File: config.mk
export PLATFORM = sky130hd
export DESIGN_NAME = lock_access_controller
export DESIGN_NICKNAME = d
export VERILOG_FILES = /design/src/rtl/lock_pkg.sv /design/src/rtl/key_pulse_sync.sv /design/src/rtl/lock_access_controller.sv
export SDC_FILE = /design/constraint.sdc
export NUM_CORES = 1
export LEC_CHECK = 0
export BUFFER_PORTS_ARGS = -buffer_cell sky130_fd_sc_hd__buf_2
export CAP_MARGIN = 10
export CORE_MARGIN = 2
export CORE_UTILIZATION = 50
export CTS_CLUSTER_SIZE = 28
export DETAILED_ROUTE_END_ITERATION = 10
export PLACE_DENSITY = 0.7
export SYNTH_ARGS = -nofsm -noshare
export SYNTH_HDL_FRONTEND = slang
export SYNTH_SLANG_ARGS = --single-unit
File: constraint.sdc
create_clock -name Clk -period 2.31 [get_ports Clk]
set_clock_uncertainty 0.2 [all_clocks]
set_input_delay 0.3465 -clock Clk [delete_from_list [all_inputs] [get_ports Clk]]
set_output_delay 0.3465 -clock Clk [all_outputs]
set_load 0.01 [all_outputs]
File: src/rtl/lock_pkg.sv
// Shared definitions for the combination lock and its supervisory controller.
//   LS_*         : lock FSM state encodings, shared with combination_lock_fsm
//   ctl_state_e  : supervisory controller states
//   is_partial() : true when the lock FSM is part-way through a code entry
package lock_pkg;

  localparam logic [1:0] LS_IDLE   = 2'b00;
  localparam logic [1:0] LS_FIRST  = 2'b01;
  localparam logic [1:0] LS_SECOND = 2'b10;
  localparam logic [1:0] LS_OPEN   = 2'b11;

  typedef enum logic [1:0] {
    ST_IDLE,
    ST_ENTRY,
    ST_OPEN,
    ST_LOCKOUT
  } ctl_state_e;

  function automatic logic is_partial(input logic [1:0] ls);
    return (ls == LS_FIRST) || (ls == LS_SECOND);
  endfunction

endpackage

File: src/rtl/key_pulse_sync.sv
// Two-flop synchronizer plus registered rising-edge detector for one button.
//   clk_i   : system clock
//   rst_ni  : synchronous active-low reset (clears every stage)
//   key_i   : raw asynchronous button
//   en_i    : forwarding enable; the pipeline keeps running when low
//   pulse_o : registered one-cycle strobe, high from edge N+2 to N+3
//             when the key is first sampled high at edge N
module key_pulse_sync (
  input  logic clk_i,
  input  logic rst_ni,
  input  logic key_i,
  input  logic en_i,
  output logic pulse_o
);

  logic sync1_q, sync2_q, seen_q, pulse_q;

  always_ff @(posedge clk_i) begin
    if (!rst_ni) begin
      sync1_q <= 1'b0;
      sync2_q <= 1'b0;
      seen_q  <= 1'b0;
      pulse_q <= 1'b0;
    end else begin
      sync1_q <= key_i;
      sync2_q <= sync1_q;
      // seen_q tracks the key even while disabled, so a key held across
      // a state change cannot produce a late strobe.
      seen_q  <= sync2_q;
      pulse_q <= en_i & sync2_q & ~seen_q;
    end
  end

  assign pulse_o = pulse_q;

endmodule

File: src/rtl/lock_access_controller.sv
// Supervisory controller between raw push-buttons and combination_lock_fsm.
//   Clk, Reset_n          : clock, synchronous active-low reset
//   Key1, Key2            : raw buttons
//   ManualRelock          : level request to relock while open
//   LockState             : lock FSM state
//   Key1Pulse, Key2Pulse  : one-cycle key strobes to the lock FSM
//   LockReset             : active-high reset to the lock FSM
//   FailCount             : failures since last success or lockout exit
//   Lockout               : high while locked out
//   Alarm                 : sticky alarm after repeated lockouts
module lock_access_controller
  import lock_pkg::*;
#(
  parameter int unsigned MAX_FAILS      = 3,
  parameter int unsigned LOCKOUT_CYCLES = 1000,
  parameter int unsigned RELOCK_CYCLES  = 500,
  parameter int unsigned MAX_LOCKOUTS   = 2
) (
  input  logic                                Clk,
  input  logic                                Reset_n,
  input  logic                                Key1,
  input  logic                                Key2,
  input  logic                                ManualRelock,
  input  logic [1:0]                          LockState,
  output logic                                Key1Pulse,
  output logic                                Key2Pulse,
  output logic                                LockReset,
  output logic [$clog2(MAX_FAILS+1)-1:0]      FailCount,
  output logic                                Lockout,
  output logic                                Alarm
);

  localparam int unsigned FW   = $clog2(MAX_FAILS + 1);
  localparam int unsigned LW   = $clog2(MAX_LOCKOUTS + 1);
  localparam int unsigned TMAX = (LOCKOUT_CYCLES > RELOCK_CYCLES) ? LOCKOUT_CYCLES : RELOCK_CYCLES;
  localparam int unsigned TW   = $clog2(TMAX);

  localparam logic [FW-1:0] FAIL_MAX  = FW'(MAX_FAILS);
  localparam logic [FW-1:0] FAIL_LAST = FW'(MAX_FAILS - 1);
  localparam logic [LW-1:0] LOCK_MAX  = LW'(MAX_LOCKOUTS);
  localparam logic [TW-1:0] LO_LAST   = TW'(LOCKOUT_CYCLES - 1);
  localparam logic [TW-1:0] RL_LAST   = TW'(RELOCK_CYCLES - 1);

  ctl_state_e    state_q, state_d;
  logic [1:0]    prev_q;
  logic [FW-1:0] fail_q, fail_d;
  logic [LW-1:0] locks_q, locks_d, locks_inc;
  logic [TW-1:0] timer_q, timer_d;
  logic          alarm_q, alarm_d;
  logic          lr_q, lr_d, lr_prev_q;
  logic          lockout_q, lockout_d;
  logic          failure, success, relock, fwd_en;

  always_comb begin
    state_d   = state_q;
    fail_d    = fail_q;
    locks_d   = locks_q;
    alarm_d   = alarm_q;
    timer_d   = '0;
    relock    = 1'b0;
    locks_inc = (locks_q == LOCK_MAX) ? locks_q : locks_q + LW'(1);
    // A drop to idle right after we reset the lock is our doing, not a failure.
    failure   = is_partial(prev_q) && (LockState == LS_IDLE) && !lr_prev_q;
    success   = (LockState == LS_OPEN);

    unique case (state_q)
      ST_IDLE: begin
        if (LockState == LS_FIRST) state_d = ST_ENTRY;
      end
      ST_ENTRY: begin
        if (failure) begin
          if (fail_q == FAIL_LAST) begin
            fail_d  = FAIL_MAX;
            locks_d = locks_inc;
            if (locks_inc == LOCK_MAX) alarm_d = 1'b1;
            state_d = ST_LOCKOUT;
          end else begin
            fail_d  = fail_q + FW'(1);
            state_d = ST_IDLE;
          end
        end else if (success) begin
          fail_d  = '0;
          locks_d = '0;
          state_d = ST_OPEN;
        end
      end
      ST_OPEN: begin
        fail_d  = '0;
        locks_d = '0;
        // Manual request and expiry share one exit path, so one pulse only.
        if (ManualRelock || (timer_q == RL_LAST)) begin
          relock  = 1'b1;
          state_d = ST_IDLE;
        end else begin
          timer_d = timer_q + TW'(1);
        end
      end
      ST_LOCKOUT: begin
        if (timer_q == LO_LAST) begin
          fail_d  = '0;
          state_d = ST_IDLE;
        end else begin
          timer_d = timer_q + TW'(1);
        end
      end
      default: state_d = ST_IDLE;
    endcase

    lockout_d = (state_d == ST_LOCKOUT);
    lr_d      = lockout_d || relock;
    fwd_en    = (state_d == ST_IDLE) || (state_d == ST_ENTRY);
  end

  always_ff @(posedge Clk) begin
    if (!Reset_n) begin
      state_q   <= ST_IDLE;
      prev_q    <= LS_IDLE;
      fail_q    <= '0;
      locks_q   <= '0;
      timer_q   <= '0;
      alarm_q   <= 1'b0;
      lr_q      <= 1'b1;
      lr_prev_q <= 1'b1;
      lockout_q <= 1'b0;
    end else begin
      state_q   <= state_d;
      prev_q    <= LockState;
      fail_q    <= fail_d;
      locks_q   <= locks_d;
      timer_q   <= timer_d;
      alarm_q   <= alarm_d;
      lr_q      <= lr_d;
      lr_prev_q <= lr_q;
      lockout_q <= lockout_d;
    end
  end

  key_pulse_sync u_key1 (
    .clk_i   (Clk),
    .rst_ni  (Reset_n),
    .key_i   (Key1),
    .en_i    (fwd_en),
    .pulse_o (Key1Pulse)
  );

  key_pulse_sync u_key2 (
    .clk_i   (Clk),
    .rst_ni  (Reset_n),
    .key_i   (Key2),
    .en_i    (fwd_en),
    .pulse_o (Key2Pulse)
  );

  assign LockReset = lr_q;
  assign FailCount = fail_q;
  assign Lockout   = lockout_q;
  assign Alarm     = alarm_q;

endmodule

# Word level (Yosys, flattened, before mapping)
# Index checks and enable logic that the tools add are counted.
classes:
  reduce_logical: 15
  n_mux: 21
  n_bitwise: 6
  n_eq_ne: 17
  addsub: 3
op_table:
  columns: ["operator", "count"]
  rows:
  - ["$mux 2", 13]
  - ["$mux 10", 2]
  - ["$pmux 10 s2", 1]
  - ["$eq 2x2->1 const B", 8]
  - ["$add 10x1->10 const B", 1]
  - ["$eq 10x10->1 const B", 1]
  - ["$eq 10x9->1 const B", 1]
  - ["$eq 2x1->1 const B", 4]
  - ["$pmux 2 s4", 1]
  - ["$logic_not 2->1", 3]
  - ["$ne 3x3->1 const B", 2]
  - ["$pmux 2 s3", 1]
  - ["$reduce_and 3->1", 2]
  - ["$add 2x1->2 const B", 2]
  - ["$and 1x1->1", 4]
  - ["$logic_or 1x1->1", 4]
  - ["$pmux 2 s2", 1]
  - ["$reduce_and 4->1", 1]
  - ["$reduce_bool 3->1", 1]
  - ["$logic_and 1x1->1", 2]
  - ["$mux 1", 2]
  - ["$ne 2x2->1 const B", 1]
  - ["$not 1->1", 2]
  - ["$reduce_bool 2->1", 1]
  - ["$logic_not 1->1", 1]
totals:
  wordCells: 79
  reg_bits: 30
  inputBits: 7
  out_inout_bits: 7

# Longest topological paths before layout
# Gate-level depths: netlist (run 1).
logic_depth:
  depth_word: 10
  depth_mapped: 7
  ltp_nobuf: 6

# Cells and area by module
# From an unflattened synthesis (run 1), not the netlist that was laid out.
hier_totals:
  hier_cells: 132
  hier_area_um2: 1265.0
modules_own_cells:
  columns: ["module", "area_per_inst_um2", "cells_each", "seq_area_each_um2", "instances"]
  rows:
  - ["lock_access_controller", 1039.7, 116, 440.4, 1]
  - ["key_pulse_sync", 112.6, 8, 80.1, 2]

# Least setup slack after synthesis (run 1)
# Ideal clock, no wire load.
synth_path:
  kind: "flip-flop to flip-flop"
  from: "reg fail_q[0] (netlist: FailCount[0])"
  to: "reg alarm_q (netlist: Alarm)"
  n_path_buf: 1
  required_time_ps: 2040
  stages_incl_launch_ff: 8
  setup_ps: 70
  period_less_slack_ps: 1912
  setup_slack_ps: 398
  arrival_time_ps: 1642
  path_cell_list: "dfxtp_1 inv_1 ha_1 inv_1 or4_1 buf_2 a211o_1 a21boi_1"
synth_between:
  elab_chain_cells: 2
synth_rtl:
  columns: ["item", "line", "source"]
  rows:
  - ["from (decl)", "lock_access_controller.sv:46", "logic [FW-1:0] fail_q, fail_d;"]
  - ["from (signal assigned)", "lock_access_controller.sv:128", "fail_q <= fail_d;"]
  - ["$eq 2x2->1", "lock_access_controller.sv:72", "if (fail_q == FAIL_LAST) begin"]
  - ["$reduce_and 4->1 (no source line)", null, null]
  - ["to (signal assigned)", "lock_access_controller.sv:131", "alarm_q <= alarm_d;"]
  - ["to (decl)", "lock_access_controller.sv:49", "logic alarm_q, alarm_d;"]
# No other way between the ends.
# A chain may end at the register's enable or synchronous reset.

# Final worst setup path (run 1)
# Same ends and word-level chain as after synthesis.

==> results of run 1 <==
-- final cells by class --
cell class	count	area, µm²
inverter	8	30.0
fill	214	905
timing repair buffer	13	65.1
sequential	30	601
tap	28	35.0
multi-input combinational	84	553
clock buffer	7	45.0
-- worst reg2reg max path: stages, from the launching register on --
cell,delay [ps]
sky130_fd_sc_hd__dfxtp_1,330
sky130_fd_sc_hd__inv_1,70
sky130_fd_sc_hd__ha_1,200
sky130_fd_sc_hd__inv_1,60
sky130_fd_sc_hd__or4_1,650
sky130_fd_sc_hd__a211o_1,320
sky130_fd_sc_hd__a21boi_1,160
-- state kept, by name (all words and copies together), names as in the netlist --
signal,cells
u_key1.sync1_q,1
u_key1.pulse_o,1
lr_prev_q,1
u_key2.seen_q,1
Lockout,1
u_key2.sync2_q,1
Alarm,1
state_q,2
FailCount,2
u_key2.sync1_q,1
timer_q,10
u_key2.pulse_o,1
LockReset,1
u_key1.sync2_q,1
u_key1.seen_q,1
locks_q,2
prev_q,2
-- metal layers --
metal / up-vias / GRT usage / wire length (µm)
met5: - / 0 / 0
met1: 411 / 0.156 / 827
met4: 0 / 0.103 / 48
met2: 11 / 0.298 / 901
met3: 6 / 0.0847 / 89
li1: 463 / - / -
-- path summary, 6_finish.rpt --
path | cells after the start | slack (ps) | start | end
hold / removal | 2 | 30 | Key2 | u_key2.sync1_q$_SDFF_PN0_
setup reg to reg | 6 | 260 | FailCount[0]$_SDFFE_PN0P_ | Alarm$_SDFFE_PN0P_
setup / recovery | 6 | 260 | FailCount[0]$_SDFFE_PN0P_ | Alarm$_SDFFE_PN0P_
hold reg to reg | 1 | 190 | u_key1.seen_q$_SDFF_PN0_ | u_key1.pulse_o$_SDFF_PN0_
-- kinds of logic (layout without fill, tap and decap cells) --
| family | Yosys count | after routing | synth area share |
|---|---|---|---|
| AO/OA/AOI/OAI | 17 | 17 | 0.105 |
| flip-flops | 30 | 30 | 0.502 |
| AND/OR/NAND/NOR | 55 | 55 | 0.260 |
| adder cells (fa/ha/maj) | 3 | 3 | 0.0314 |
| buffers and inverters | 11 | 28 | 0.0356 |
| XOR/XNOR | 9 | 9 | 0.0659 |
-- placed cells by master (no fill, tap or decap), drive strengths merged --
master and n:
o311a 1, and4 1, or2 1, nor3b 3, clkbuf 7, a21oi 3
o31a 1, nand2 6, o311ai 1, ha 3, or3 1, nor2 12
or3b 1, nand4 3, o22ai 2, xor2 7, a211o 2, nand3b 1
nand3 5, xnor2 2, and3 2, inv 8, o21ai 2, a21boi 3
nand2b 3, or4 1, buf 13, nand4b 2, nor3 2, nand4bb 1
dfxtp 30, a211oi 1, nor2b 1, o221ai 1, and2 9
-- power groups by stage --
stage | clock (mW) | sequential [mW] | combinational [mW]
floorplan | 0 | 0.547 | 0.0235
global placement | 0 | 0.547 | 0.0365
detailed placement | 0 | 0.547 | 0.0371
CTS | 0.288 | 0.535 | 0.0370
global route | 0.308 | 0.537 | 0.0415
finish | 0.277 | 0.535 | 0.0362
==> results.md, run 1 <==
Worst hold path:
- The type of the tightest min-delay check is in -> reg.

Setup path:
- The cell type with the highest occurrence count on the critical path is sky130_fd_sc_hd__inv_1.
- The path type of the worst setup path is reg -> reg.
- At the worst endpoint, the arrival time is 2100 ps.
- The cell family contributing the most delay on the critical path is simple AND/OR/NAND/NOR gates.
- The largest stage delay on the critical path is 650 ps.
- In this run the worst path has a maximum fanout of 7.
- The total buffers and inverters traversed by the critical path is 2.
- The required time at the endpoint of the critical path is 2360 ps.
- The critical path goes through inv_1, ha_1, inv_1, or4_1, a211o_1, a21boi_1.
- The startpoint type of the worst setup path is a flip-flop.
- STA classifies the critical path endpoint as a flip-flop.
- The slowest stage of the critical path belongs to the cell sky130_fd_sc_hd__or4_1.

Placed design:
- At the placement stage, the worst setup path has a slack of 172 ps.
- The final RePlAce weighted congestion is ~0.77.
- Detailed placement ended at an HPWL of 1.38 mm.
- The cell area reported after detailed placement is 0.00128 mm².
- Once placement completed, the tool counted placed cells totaling between 150 and 200.
- In this run the tool buffered the top-level ports with 13 buffer cells.

Timing:
- The highest clock rate is just under 500 MHz.
- Measured against its own limit, the worst slew margin works out to 0.725.
- On the final layout, the worst hold slack is 31.4 ps.
- The number of pins exceeding their max-slew limit in the final report is 0.
- The number of failing hold endpoints at the final stage came to 0.
- At the pin with the least slew margin, the transition time is 407 ps.
- Summed over all failing endpoints, the final setup total negative slack is 0 ps.
- The ratio of final minimum period to clock period is 0.887.
- Counting I/O delays and the setup requirement, the final critical path takes 2050 ps.
- Once routing completed, OpenROAD measured the worst setup slack at around 260 ps.
- The count of final setup violators is 0.
- Setup repair after global routing left no endpoint under its margin.

Logic synthesis:
- The netlist uses 36 different library cells.
- The number of nets in the synthesized netlist is 135.
- The flip-flop and latch count after synthesis is 30.
- The most frequent cell after synthesis is sky130_fd_sc_hd__dfxtp_1.
- The synthesized design spends more area on one cell type than any other, namely sky130_fd_sc_hd__dfxtp_1.
- For this run, the leading register cell type out of synthesis is sky130_fd_sc_hd__dfxtp_1.
- Yosys attributes the largest share of cell area to sky130_fd_sc_hd__dfxtp_1, sky130_fd_sc_hd__xor2_1, sky130_fd_sc_hd__and2_1.
- The average instance in the mapped netlist occupies between 9 and 10 µm².
- The post-synthesis cell area is 0.00120 mm².
- The share of synthesized area in the top cell type comes to 0.502.
- The commonest cells after synthesis are sky130_fd_sc_hd__dfxtp_1, sky130_fd_sc_hd__nor2_1, sky130_fd_sc_hd__and2_1, sky130_fd_sc_hd__inv_1, sky130_fd_sc_hd__xor2_1.
- Of the synthesized area, sequential elements account for 0.502.
- Counting flops with an async set or reset pin after synthesis yields a share of 0.
- The Yosys step of the flow raised 0 warnings.
- The gate count after technology mapping is 125.
- Counting flops with a built-in enable in the synthesized netlist gives 0.

CTS:
- Clock-pin slew was measured on the worst setup and hold paths at 90 ps.
- Hold repair after CTS inserted 0 buffers.
- The latest clock arrival within the worst-skew pair is 320 ps.
- The count of instances resized after the clock tree is built is 0.
- The TritonCTS clock tree is done.
- The CTS sink count is 30.
- The number of buffers added for setup after CTS is 0.
- The clock tree root buffer cell is sky130_fd_sc_hd__clkbuf_4.
- The maximum clock insertion buffer count is 2.
- Counting the buffers created by CTS gives 5.
- In this run the number of H-tree levels came out at 2.

Job:
- The max-capacitance violation count is 0.

Layout:
- The repair_antennas step left the layout with diodes totalling 0.
- After routing the design area is between 0.001 and 0.0015 mm².
- Of the cells placed in the final design, the portion with a size suffix greater than 1 is 0.134.
- For this run, the share of the core covered by cells in the final layout is 0.595.
- The area growth from synthesis to layout is 11.1%.
- The final layout contains 152 nets.
- The finished layout holds 170 standard cells, fillers aside.

Pwr:
- Overall power consumption after layout is estimated at 0.848 mW.
- Summed over all cells, the static leakage comes to 0.502 nW.
- The share of total power dissipated in sequential elements is 0.631.
- The part of the total power dissipated in the clock network is 0.326.
- The total power per unit cell area is 638 mW/mm².
- The combinational group share of total power is 0.043.
- Across the VDD grid, the largest voltage drop is 0.482 mV.
- The internal power is 0.660 mW.
- The switching power is roughly 0.19 mW.
- Of the total power, the share spent switching nets is 0.221.

Floorplanning:
- In this run the count of I/O pins placed on the die edge is 14.
- Measured along the y axis, the die boundary spans ~53 µm.
- The starting utilization of the core area is 0.536.
- The area of the die is 0.00280 mm².
- From left edge to right edge, the die measures 52.9 µm.
- In this run the standard cell core region covers 0.00223 mm².
- After floorplanning, the core was divided into 17 placement rows.

Drt:
- The first-iteration detailed-routing DRC count is 5.
- For this run, the detailed router's first-pass iteration total came to 4.
- The routed layout has 891 vias.
- In the routed design, unresolved DRC markers number 0.
- Dividing the detail-routed via count by the number of cells gives 5.24.
- For this block, the routed nets add up to 1.87 mm of wire.
- The routed wirelength normalized by instance count is 11.0 µm.
- The number of nets still failing antenna checks after routing is 0.

GRT:
- The total overflow left after global routing is 0.
- The global-route wire length before repair is 3.24 mm.
- The number of antenna violations at the first check in global routing is 0.
- The number of global-route vias before repair is 815.
- The total global-route track usage is 0.170.
- The maximum number of pins on one net before global-route repair is 20.

Run status:
- The flow ran to the end, and the final reports show no timing, DRC or antenna violations.
Note: power is estimated with default switching activity, not from simulation.
==> run 2: changes to the inputs <==
--- a/config.mk
+++ b/config.mk
@@ -12,6 +12,7 @@
 export CTS_CLUSTER_SIZE = 28
 export DETAILED_ROUTE_END_ITERATION = 10
 export PLACE_DENSITY = 0.7
+export RECOVER_POWER = 50
 export SYNTH_ARGS = -nofsm -noshare
 export SYNTH_HDL_FRONTEND = slang
 export SYNTH_SLANG_ARGS = --single-unit
==> run 2 against run 1 <==
Register-to-register slack hardly changed; utilization is 0.45 points lower; sequential share of layout area is 0.34 points higher; fmax is 0.12% lower; critical endpoint unchanged; largest cell class unchanged; largest power group unchanged.
==> results.md, run 2 (synthesized netlist as in run 1, its figures left out) <==
Timing:
- The worst hold margin was 31.4 ps (about the same).
- The count of final setup violators was 0 (unchanged).
- The slew at the pin closest to its max-slew limit is 639 ps (was 407 ps).
- The remaining max-slew budget at the tightest pin is 0.574 (was 0.725).
- The number of failing hold endpoints at the final stage was 0 (unchanged).
- Unrepaired setup endpoints after global routing: false (unchanged).
- The highest clock rate is 488 MHz (about the same).
- The ratio of final minimum period to clock period is 0.888 (was 0.887).
- The number of pins exceeding their max-slew limit in the final report is 0 (unchanged).
- The time the final worst path needs with I/O delays and setup was 2050 ps (about the same).
- The setup TNS is 0 ps (unchanged).

Floorplanning:
- The area of the die was 0.00280 mm² (unchanged).
- The die boundary width is 52.9 µm (unchanged).
- The starting utilization of the core area is 0.536 (unchanged).
- The chip height is 52.9 µm (unchanged).
- The I/O pin total is 14 (unchanged).
- The placement row count is 17 (unchanged).
- The total core area came to 0.00223 mm² (unchanged).

CTS:
- The number of buffers created by CTS is 5 (unchanged).
- The CTS sink count is 30 (unchanged).
- The count of instances resized after the clock tree is built came to 0 (unchanged).
- The total number of H-tree levels is 2 (unchanged).
- The TritonCTS clock tree is done (unchanged).
- The hold buffer count at cts came to 0 (unchanged).
- The clock-pin transition on the worst setup and hold timing paths is 90 ps (about the same).
- The clock tree root buffer cell is sky130_fd_sc_hd__clkbuf_4 (unchanged).
- The number of buffers added for setup after CTS came to 0 (unchanged).
- The latest clock arrival within the worst-skew pair is 320 ps (about the same).
- The maximum clock insertion buffer count came to 2 (unchanged).

Drt:
- The number of iterations in the first detailed-routing pass came to 4 (unchanged).
- The total DRC errors in the routed layout is 0 (unchanged).
- The first-iteration detailed-routing DRC count is 6 (was 5).
- The via count is 892 (was 891).
- The total length of routed wires came to 1.87 mm (about the same).
- The number of nets still failing antenna checks after routing was 0 (unchanged).
- The routed wirelength normalized by instance count came to 11.0 µm (about the same).
- The vias per cell came to 5.25 (was 5.24).

Setup path:
- The largest fanout on the critical path is 7 (unchanged).
- The required time at the endpoint of the critical path was 2360 ps (about the same).
- The path type of the worst setup path was reg -> reg (unchanged).
- The startpoint type of the worst setup path is a flip-flop (unchanged).
- The signal arrival time at the worst endpoint is 2100 ps (about the same).
- The nature of the critical path endpoint was a flip-flop (unchanged).

GRT:
- The number of antenna violations at the first check in global routing was 0 (unchanged).
- The remaining global-route overflow was 0 (unchanged).
- The global-route wire length before repair is 3.24 mm (unchanged).
- The maximum number of pins on one net before global-route repair is 20 (unchanged).
- The number of global-route vias before repair is 815 (unchanged).
- The total global-route track usage came to 0.170 (unchanged).

Layout:
- The largest register by flop count is timer_q (unchanged).
- Commonest non-fill, non-tap cells in the layout: sky130_fd_sc_hd__dfxtp_1, sky130_fd_sc_hd__nor2_1, sky130_fd_sc_hd__clkbuf_1 (was sky130_fd_sc_hd__dfxtp_1, sky130_fd_sc_hd__buf_2, sky130_fd_sc_hd__nor2_1).
- The final standard cell area without fillers is 0.00132 mm² (was 0.00133 mm²).
- The share of final-layout standard cells stronger than drive strength 1 is 0.0775 (was 0.134).
- The number of flip-flops under the largest register name is 10 (unchanged).
- The area growth from synthesis to layout is 10.3% (was 11.1%).
- The final-stage net count was 152 (unchanged).
- The number of filler instances in the final layout is 222 (was 214).
- The number of antenna diodes is 0 (unchanged).
- The leading cell type in the layout, fill and taps excluded is sky130_fd_sc_hd__dfxtp_1 (unchanged).

Run status:
- Outcome: finished, final reports clean (unchanged).

Pwr:
- The leakage component of the power is 0.467 nW (was 0.502 nW).
- The total power per unit cell area is 642 mW/mm² (was 638 mW/mm²).
- The highest ir drop seen on vdd is 0.481 mV (was 0.482 mV).

Placed design:
- The HPWL after detailed placement is 1.38 mm (unchanged).
- The final RePlAce weighted congestion is 0.772 (unchanged).
- The number of buffers added on ports was 13 (unchanged).
- The cell area reported after detailed placement is 0.00128 mm² (unchanged).

Job:
- The max-capacitance violation count was 0 (unchanged).

Worst hold path:
- The type of the tightest min-delay check was in -> reg (unchanged).
==> run 2: changes by cell type in the layout (fill, tap and decap cells not counted) <==
cell                       change
sky130_fd_sc_hd__buf_2         -8
sky130_fd_sc_hd__clkbuf_1      +8
sky130_fd_sc_hd__and2_1        -3
sky130_fd_sc_hd__and2_0        +3
sky130_fd_sc_hd__o311ai_0      +1
sky130_fd_sc_hd__o311ai_1      -1
==> run 2: final timing paths <==
check	startpoint	endpoint	slack (ps)	depth (start not counted)
min	Key2	u_key2.sync1_q$_SDFF_PN0_	30	2
max	FailCount[0]$_SDFFE_PN0P_	Alarm$_SDFFE_PN0P_	260	6
max reg2reg	FailCount[0]$_SDFFE_PN0P_	Alarm$_SDFFE_PN0P_	260	6
min reg2reg	u_key1.seen_q$_SDFF_PN0_	u_key1.pulse_o$_SDFF_PN0_	190	1
==> run 2: area by class of cell <==
cell class,instances,area (µm²),share of cell area
clock buffers,7,45.0,0.0342
inverters,8,30.0,0.0228
repair buffers,13,55.1,0.0417
flip-flops and latches,30,601,0.455
multi-input cells,84,553,0.419
well taps,28,35.0,0.0266
==> run 2: worst max-delay path: stages (launching register included) <==
cell                       delay [ps]
sky130_fd_sc_hd__dfxtp_1          330
sky130_fd_sc_hd__inv_1             70
sky130_fd_sc_hd__ha_1             200
sky130_fd_sc_hd__inv_1             60
sky130_fd_sc_hd__or4_1            650
sky130_fd_sc_hd__a211o_1          320
sky130_fd_sc_hd__a21boi_1         160
==> run 2: power breakdown <==
group          switching (mW)  leakage (nW)  internal, mW
Combinational          0.0187         0.198        0.0165
Clock                   0.162        0.0254         0.115
Sequential            0.00667         0.244         0.528
==> run 2: layer usage <==
layer,vias to the layer above,part of all wire,wire length (µm),global-route usage
met5,-,0,0,0
met4,0,0.026,48,0.103
met3,6,0.048,90,0.0847
met2,11,0.48,902,0.298
met1,412,0.44,826,0.156
li1,463,-,-,-
==> run 2: metrics by stage <==
| stage | std cells | utilization | worst slack [ps] | power, mW |
|---|---|---|---|---|
| 2_1_floorplan | 125 | - | 398 | 0.570 |
| 3_3_place_gp | 163 | 0.575 | 228 | 0.583 |
| 3_5_place_dp | 163 | 0.575 | 172 | 0.584 |
| 4_1_cts | 170 | 0.595 | 255 | 0.860 |
| 5_1_grt | 170 | 0.590 | 55.2 | 0.885 |
| 6_report | 170 | 0.590 | 259 | 0.847 |
==> run 3: changes to the inputs <==
==> constraint.sdc (replaced) <==
create_clock -name Clk -period 2.2 [get_ports Clk]
set_clock_uncertainty 0.2 [all_clocks]
set_input_delay 0.33 -clock Clk [delete_from_list [all_inputs] [get_ports Clk]]
set_output_delay 0.33 -clock Clk [all_outputs]
set_load 0.01 [all_outputs]
==> run 3 against run 2 <==
Design area increased by 3.2%; clock-buffer cell count unchanged; global-route usage increased by 0.60 points; worst hold slack improved by 20 ps; sequential share of layout area decreased by 1.4 points; total power increased by 10%; sequential power increased by 5.0%; first-iteration DRC count increased by 83%; via count increased by 2.4%; critical path depth unchanged; final cell count increased by 2.4%; largest cell class unchanged.
==> results.md, run 3 (synthesized netlist as in run 1, its figures left out) <==
Layout:
- The final standard cell area without fillers is 0.00136 mm² (was 0.00132 mm²).
- The number of antenna diodes is 0 (unchanged).
- The number of flip-flops under the largest register name is 10 (unchanged).
- The leading cell type in the layout, fill and taps excluded is sky130_fd_sc_hd__dfxtp_1 (unchanged).
- The final-stage net count is 155 (was 152).
- Commonest non-fill, non-tap cells in the layout: sky130_fd_sc_hd__dfxtp_1, sky130_fd_sc_hd__nor2_1, sky130_fd_sc_hd__clkbuf_1 (unchanged).
- The area growth from synthesis to layout came to 13.8% (was 10.3%).
- The share of final-layout standard cells stronger than drive strength 1 is 0.0959 (was 0.0775).
- The largest register by flop count is timer_q (unchanged).
- The number of cells in the finished layout apart from fillers is 174 (was 170).

Placed design:
- The final RePlAce weighted congestion is 0.779 (was 0.772).
- The worst setup slack after placement is 74.2 ps (was 172 ps).
- The cell area reported after detailed placement is 0.00129 mm² (was 0.00128 mm²).
- The HPWL after detailed placement came to 1.45 mm (was 1.38 mm).
- The number of placed instances with taps included is 164 (was 163).
- The number of buffers added on ports was 13 (unchanged).

Timing:
- The ratio of final minimum period to clock period was 0.933 (was 0.888).
- The post-layout worst setup margin is 148 ps (was 259 ps).
- The slew at the pin closest to its max-slew limit came to 675 ps (was 639 ps).
- The remaining max-slew budget at the tightest pin is 0.550 (was 0.574).
- The number of pins exceeding their max-slew limit in the final report is 0 (unchanged).
- Unrepaired setup endpoints after global routing: false (unchanged).
- The number of failing hold endpoints at the final stage came to 0 (unchanged).
- The setup TNS is 0 ps (unchanged).
- The time the final worst path needs with I/O delays and setup was 2050 ps (about the same).
- The highest clock rate is 487 MHz (was 488 MHz).
- The count of final setup violators was 0 (unchanged).

CTS:
- The maximum clock insertion buffer count is 2 (unchanged).
- The number of buffers created by CTS is 5 (unchanged).
- The TritonCTS clock tree was done (unchanged).
- The CTS sink count is 30 (unchanged).
- The total number of H-tree levels came to 2 (unchanged).
- The number of buffers added for setup after CTS is 0 (unchanged).
- The hold buffer count at cts was 2 (was 0).
- The clock-pin transition on the worst setup and hold timing paths is 90 ps (about the same).
- The clock tree root buffer cell was sky130_fd_sc_hd__clkbuf_4 (unchanged).
- The latest clock arrival within the worst-skew pair is 330 ps (was 320 ps).
- The count of instances resized after the clock tree is built was 0 (unchanged).

Drt:
- The total DRC errors in the routed layout is 0 (unchanged).
- The total length of routed wires came to 1.99 mm (was 1.87 mm).
- The number of nets still failing antenna checks after routing is 0 (unchanged).
- The via count is 913 (was 892).
- The first-iteration detailed-routing DRC count came to 11 (was 6).
- The number of iterations in the first detailed-routing pass is 4 (unchanged).
- The routed wirelength normalized by instance count was 11.4 µm (was 11.0 µm).
- The vias per cell is 5.25 (about the same).

Worst hold path:
- The type of the tightest min-delay check was in -> reg (unchanged).
- The hold-critical path depth was 2 (unchanged).
- The worst hold path startpoint is LockState[1] (was Key2).

Setup path:
- The nature of the critical path endpoint was a flip-flop (unchanged).
- The largest fanout on the critical path is 7 (unchanged).
- The critical path launch point is FailCount[0]$_SDFFE_PN0P_ (unchanged).
- The signal arrival time at the worst endpoint came to 2110 ps (was 2100 ps).
- The depth of the worst register-to-register path is 6 (unchanged).
- The startpoint of the most critical register-to-register path is FailCount[0]$_SDFFE_PN0P_ (unchanged).
- The required time at the endpoint of the critical path was 2260 ps (was 2360 ps).
- The startpoint type of the worst setup path was a flip-flop (unchanged).
- The path type of the worst setup path is reg -> reg (unchanged).

GRT:
- The number of global-route vias before repair is 851 (was 815).
- The number of antenna violations at the first check in global routing is 0 (unchanged).
- The total global-route track usage is 0.176 (was 0.170).
- The global-route wire length before repair is 3.46 mm (was 3.24 mm).
- The remaining global-route overflow is 0 (unchanged).
- The maximum number of pins on one net before global-route repair is 20 (unchanged).

Floorplanning:
- The starting utilization of the core area is 0.536 (unchanged).
- The area of the die is 0.00280 mm² (unchanged).
- The total core area is 0.00223 mm² (unchanged).
- The placement row count is 17 (unchanged).
- The chip height is 52.9 µm (unchanged).
- The die boundary width came to 52.9 µm (unchanged).
- The I/O pin total is 14 (unchanged).

Job:
- The max-capacitance violation count is 0 (unchanged).

Pwr:
- The highest ir drop seen on vdd came to 0.652 mV (was 0.481 mV).
- The total power per unit cell area is 685 mW/mm² (was 642 mW/mm²).
- The leakage component of the power is 0.489 nW (was 0.467 nW).

Run status:
- Outcome: finished, final reports clean (unchanged).
[run 3: cell types whose count changed in the layout (fill, tap and decap cells not counted)]
cell,before,now
sky130_fd_sc_hd__and2_0,3,6
sky130_fd_sc_hd__and2_1,6,3
sky130_fd_sc_hd__dlygate4sd3_1,0,2
sky130_fd_sc_hd__buf_4,0,1
sky130_fd_sc_hd__clkbuf_1,10,9
sky130_fd_sc_hd__clkbuf_8,0,1
sky130_fd_sc_hd__clkinv_2,0,1
[run 3: cell type report]
class | count | area [µm²]
clock inverters | 1 | 5.00
repair buffers | 16 | 82.6
inverters | 8 | 30.0
flip-flops and latches | 30 | 601
clock buffers | 7 | 55.1
multi-input cells | 84 | 553
fillers | 216 | 872
well taps | 28 | 35.0
[run 3: where the power goes]
group | internal (mW) | switching [mW] | total, mW | leakage, nW
Combinational | 0.0194 | 0.0210 | 0.0404 | 0.209
Clock | 0.155 | 0.176 | 0.330 | 0.0353
Sequential | 0.555 | 0.00716 | 0.562 | 0.244
[run 3: worst max-delay path, cell delays in order (launching register included)]
cell and delay [ps]:
sky130_fd_sc_hd__dfxtp_1 330, sky130_fd_sc_hd__inv_1 70, sky130_fd_sc_hd__ha_1 200, sky130_fd_sc_hd__inv_1 50, sky130_fd_sc_hd__or4_1 660, sky130_fd_sc_hd__a211o_1 330
sky130_fd_sc_hd__a21boi_1 150
[run 3: worst paths after layout]
kind,end,slack (ps)
worst max-delay path,Alarm$_SDFFE_PN0P_,150
worst min-delay path,prev_q[1]$_SDFF_PN0_,50
worst max register to register,Alarm$_SDFFE_PN0P_,150
worst min register to register,u_key2.pulse_o$_SDFF_PN0_,200
[run 3: per-layer routing]
metal / up-vias / global-route usage / routed length, µm
met4: 0 / 0.0769 / 26
met3: 5 / 0.0847 / 93
met5: - / 0 / 0
met1: 419 / 0.183 / 901
met2: 15 / 0.300 / 962
li1: 474 / - / -
[run 3: through the flow]
step           utilization  power [mW]  hold slack, ps
2_1_floorplan            -       0.599             173
3_3_place_gp         0.578       0.613             178
3_5_place_dp         0.578       0.614             191
4_1_cts              0.614       0.949            36.9
5_1_grt              0.610       0.977            46.6
6_report             0.610       0.933            51.4
